===== config.mk =====
export PLATFORM = sky130hd
export DESIGN_NAME = encoding_cont
export DESIGN_NICKNAME = d
export VERILOG_FILES = /design/src/rtl/rs_pkg.sv /design/src/rtl/encoding_cont_gf16_mul.sv /design/src/rtl/encoding_cont.sv
export SDC_FILE = /design/constraint.sdc
export NUM_CORES = 1
export LEC_CHECK = 0
export BUFFER_PORTS_ARGS = -buffer_cell sky130_fd_sc_hd__clkbuf_2
export CORE_MARGIN = 10
export CORE_UTILIZATION = 40
export CTS_CLUSTER_SIZE = 14
export DETAILED_ROUTE_END_ITERATION = 16
export PLACE_DENSITY_LB_ADDON = 0.05
export SLEW_MARGIN = 20
export SYNTH_ARGS = -nofsm -noshare
export SYNTH_HDL_FRONTEND = slang
export SYNTH_SLANG_ARGS = --single-unit
export TNS_END_PERCENT = 30

===== constraint.sdc =====
create_clock -name clk -period 7.7 [get_ports clk]
set_input_delay 0.385 -clock clk [delete_from_list [all_inputs] [get_ports clk]]
set_output_delay 0.385 -clock clk [all_outputs]
set_load 0.01 [all_outputs]

===== src/rtl/rs_pkg.sv =====
// RS(15,9) over GF(16) shared constants and helpers.
// Used by both the encoder and decodingCont.
package rs_pkg;

  localparam int SYM_W = 4;
  localparam int N     = 15;
  localparam int K     = 9;
  localparam int NPAR  = 6;

  // x^4 = x + 1 under x^4+x+1
  localparam logic [3:0] PRIM_POLY = 4'b0011;

  // g(x) = prod (x + a^i), i=1..6, low order first
  localparam logic [3:0] GEN [0:6] = '{
    4'hC, 4'hA, 4'hC, 4'h3, 4'h9, 4'h7, 4'h1
  };

  typedef enum logic [1:0] {
    IDLE = 2'd0,
    ENC  = 2'd1,
    DONE = 2'd2
  } encState_t;

  // Shift-and-add product, reduced on each overflow of x^3
  function automatic logic [3:0] gf16_mul(
    input logic [3:0] a,
    input logic [3:0] b
  );
    logic [3:0] acc;
    logic [3:0] x;
    acc = '0;
    x   = a;
    for (int i = 0; i < SYM_W; i++) begin
      if (b[i]) acc = acc ^ x;
      if (x[3]) x = {x[2:0], 1'b0} ^ PRIM_POLY;
      else      x = {x[2:0], 1'b0};
    end
    return acc;
  endfunction

endpackage


===== src/rtl/encoding_cont_gf16_mul.sv =====
// Combinational GF(16) multiplier.
// One instance per generator tap in the encoder LFSR.
module gf16_mul (
  input  logic [3:0] a,
  input  logic [3:0] b,
  output logic [3:0] p
);

  assign p = rs_pkg::gf16_mul(a, b);

endmodule


===== src/rtl/encoding_cont.sv =====
// Systematic RS(15,9) encoder, one message symbol per clock.
// Output packing matches the decoder's received-word input.
module encoding_cont
  import rs_pkg::*;
(
  input  logic        clk,
  input  logic        rst_n,
  input  logic [35:0] messageIn,
  input  logic        encodeMessage,
  output logic        encoderBusy,
  output logic [59:0] codewordOut,
  output logic        codewordValid
);

  encState_t             state;
  logic [35:0]           msgReg;
  logic [NPAR-1:0][3:0]  par;
  logic [3:0]            symCnt;
  logic [3:0]            curSym;
  logic [3:0]            fb;
  logic [NPAR-1:0][3:0]  prod;

  // Select the message symbol addressed by symCnt
  always_comb begin
    curSym = '0;
    for (int j = 0; j < K; j++) begin
      if (symCnt == j[3:0]) curSym = msgReg[4*j +: 4];
    end
  end

  assign fb = curSym ^ par[NPAR-1];

  for (genvar k = 0; k < NPAR; k++) begin : gTap
    gf16_mul uMul (
      .a (fb),
      .b (GEN[k]),
      .p (prod[k])
    );
  end

  assign encoderBusy = (state != IDLE);

  // Encoder FSM and parity LFSR
  always_ff @(posedge clk or negedge rst_n) begin
    if (!rst_n) begin
      state         <= IDLE;
      msgReg        <= '0;
      par           <= '0;
      symCnt        <= '0;
      codewordOut   <= '0;
      codewordValid <= 1'b0;
    end else begin
      codewordValid <= 1'b0;
      unique case (state)
        IDLE: begin
          if (encodeMessage) begin
            msgReg <= messageIn;
            par    <= '0;
            symCnt <= 4'd8;
            state  <= ENC;
          end
        end
        ENC: begin
          par[0] <= prod[0];
          for (int k = 1; k < NPAR; k++) begin
            par[k] <= par[k-1] ^ prod[k];
          end
          symCnt <= symCnt - 4'd1;
          if (symCnt == 4'd0) state <= DONE;
        end
        DONE: begin
          codewordOut   <= {msgReg, par};
          codewordValid <= 1'b1;
          state         <= IDLE;
        end
        default: state <= IDLE;
      endcase
    end
  end

endmodule

==> summary.md <==
| Metric | Value |
|---|---|
| Initial DRC count | `between 200 and 250` |
| Chip Height | `138 um` |
| Worst-Skew Late Latency | `between 0.4 and 0.5 ns` |
| Worst-margin pin slew | `around 1 ns` |
| Buffer and inverter count on the worst path | `1` |
| First-pass GRT wire length | `~21000 um` |
| Yosys Warn Count | `0` |
| DR vias | `~3600` |
| Area Growth Syn to Fin | `23.5%` |
| Core area | `roughly 0.013 sq mm` |
| # resized after CTS | `0` |
| Fin. Hold Viols | `0` |
| Drt wl/cell | `between 15 and 20 um` |
| Initial Util | `roughly two fifths` |
| Final setup margin | `around 4 ns` |
| Area of the multi-input gates | `approximately 0.0022 sq mm` |
| Startpoint types | `register` |
| RSZ-0062 raised after global routing | `no` |
| Status | `complete, no violations` |
| Fin crit share | `between 40% and 50%` |
| N_diodes | `0` |
| Max Fclk | `about 280 MHz` |
| Worst slack at placement | `around 4.1 ns` |
| CTS root buffer | `clkbuf_16` |
| Synth top cells by count | `127 x dfrtp_1, 93 x mux2_2, 29 x nand2_1` |
| Total gr overflow | `0` |
| Worst IR Drop VDD | `roughly 0.22 mV` |
| Critical path capture point type | `register` |
| Post-CTS Setup Inserts | `0` |
| CP cell instances | `inv_1 > ha_1 > and2b_1 > a221oi_1 > o32a_1 > nor4_1 > a2111oi_4 > xnor3_2 > xor2_1 > o22ai_1` |
| MaxCap Viol Count | `0` |
| Max-slew violation count | `0` |
| Mapped Area | `between 0.005 and 0.006 sq mm` |
| Net Count, Synth | `463` |
| Antenna violations before repair | `0` |
| Critical path type | `register to register` |
| Syn_area_per_cell | `approximately 13 sq um` |
| Drt pass-1 iters | `4` |
| Share of cells above drive strength 1 | `between 40% and 50%` |
| DRC Markers | `0` |
| Count leader, synth | `dfrtp_1` |
| Register bit total from synthesis | `approximately 130` |
| Crit-path max cell delay | `0.78 ns` |
| Fraction of registers with async set/reset | `100%` |
| Clock-pin transition on the worst setup and hold timing paths | `around 0.06 ns` |
| Seq. cell area | `0.00318 sq mm` |
| CTS Sinks | `127` |
| I/O pins | `101` |
| H-tree level count | `4` |
| Crit path max-delay family | `compound AO/OA/AOI/OAI gates` |
| Final setup viols | `0` |
| Final setup TNS | `0 ns` |
| CP max stage cell | `a2111oi_4` |
| WP data arrival | `3.90 ns` |
| EDFF count, synth | `0` |
| Filler cells | `roughly 1200` |
| Site row count | `42` |
| Post-synth top area share | `57.3%` |
| Leakage power | `~3.2 nW` |
| CTS Hold Bufs | `0` |
| Worst hold margin | `roughly 0.007 ns` |
| Yosys top cell by area | `dfrtp_1` |
| Final Cell Area | `roughly 0.0068 sq mm` |
| WL final | `roughly 13000 um` |
| Min cycle time layout | `between 3 and 4 ns` |
| CTS Buffer Depth | `2` |
| Top cells by area, synth | `dfrtp_1 57%, mux2_2 19%, xnor2_1 3.0%` |
| Vias in the first global route | `3728` |
| DR vias/cell | `5.13` |
| RD Place Congestion | `~0.8` |
| Post-Synthesis Cells | `419` |
| Main synth FF type | `dfrtp_1` |
| CTS Buf Count | `17` |
| Gr usage total | `around 15%` |
| Clock skew | `slightly above 0.006 ns` |
| HP Class | `input port to async pin` |
| CP Data Required Time | `~8.0 ns` |
| Die area | `about 0.019 sq mm` |
| Die Width | `between 100 and 150 um` |
| Sequential area share after synthesis | `roughly 57%` |
| P per Cell Area | `about 580 mW/mm^2` |
| Placed inst area | `approximately 0.0062 sq mm` |
| PortBufs | `100` |
| Synth unique cells | `between 50 and 60` |
| Final HPWL DP | `between 9000 and 10000 um` |
| Pin count of the biggest net entering global routing | `between 70 and 80` |
| Nets | `~560` |
| Headroom to the max-slew limit | `32.5%` |
| CTS tree | `built` |
| Routed Antenna Nets | `0` |
| Worst Path Max Fanout | `11` |
## per-stage QoR
| step | power [mW] | utilization, % | cells |
|---|---|---|---|
| after floorplan | 2.59 | - | 419 |
| after global placement | 3.07 | 46.3 | 676 |
| after detailed placement | 3.11 | 46.3 | 676 |
| after CTS | 3.99 | 51.1 | 708 |
| after global routing | 4.23 | 51.1 | 708 |
| final | 3.94 | 51.1 | 708 |
## placed cells by master, fill, tap and decap left out, drive strengths merged, types with 3 or more instances in the layout
master,synthesis,final
clkinvlp,0,3
a22o,3,3
clkbuf,19,121
nor2,5,5
xnor2,20,20
nand3b,3,3
ha,5,5
o22ai,16,16
o21ai,18,18
inv,8,8
a21oi,6,6
a221oi,3,3
nand2,29,29
nand2b,5,5
bufinv,0,4
buf,4,5
dfrtp,127,127
xor2,16,16
mux2,93,93
nor3,4,4
clkinv,0,3
## flip-flops by register name, summed over array words and instances (netlist names)
register / flops
codewordOut: 60
msgReg: 36
par: 24
symCnt: 4
state: 2
codewordValid: 1
## report_power, final
| group | switching (mW) | internal (mW) |
|---|---|---|
| logic | 0.889 | 0.885 |
| clock network | 0.286 | 0.574 |
| registers | 0.278 | 1.02 |
| total | 1.45 | 2.48 |
## worst paths after layout
path | from | end | slack, ns | cells after the start
max | symCnt[1] | par[7] | 4.07 | 10
min | rst_n | codewordOut[46] | 0.007 | 1
max reg2reg | symCnt[1] | par[7] | 4.07 | 10
min reg2reg | codewordOut[16] | codewordOut[16] | 0.50 | 1
max in group asynchronous | rst_n | codewordOut[6] | 6.29 | 2
min in group clk | messageIn[22] | msgReg[22] | 0.20 | 2
## cell type report
| class | count | area share (%) |
|---|---|---|
| Sequential cell | 127 | 46.4 |
| Multi-Input combinational cell | 261 | 32.7 |
| Timing Repair Buffer | 104 | 7.79 |
| Clock buffer | 22 | 7.08 |
| Tap cell | 176 | 3.22 |
| Clock inverter | 10 | 2.30 |
| Inverter | 8 | 0.439 |
## worst register-to-register path, stage by stage, from the launching register on
cell,delay (ns)
dfrtp_1,0.42
inv_1,0.12
ha_1,0.36
and2b_1,0.30
a221oi_1,0.31
o32a_1,0.22
nor4_1,0.08
a2111oi_4,0.78
xnor3_2,0.63
xor2_1,0.16
o22ai_1,0.09
## cell families after synthesis
| family | count (synthesis) | share of synthesized area (%) |
|---|---|---|
| XOR/XNOR | 37 | 6.25 |
| buffers and inverters | 31 | 2.42 |
| AO/OA/AOI/OAI | 66 | 8.56 |
| AND/OR/NAND/NOR | 60 | 5.40 |
| multiplexers | 93 | 18.9 |
| flip-flops | 127 | 57.3 |
| adder cells (fa/ha/maj) | 5 | 1.13 |
## per-layer routing
metal  global-route usage [%]  share of wire (%)
met5                        0                  0
met4                     5.39                1.4
met3                     5.06                7.1
met2                     20.8                 43
met1                     20.3                 49
Power figures use the tool's default switching activity.
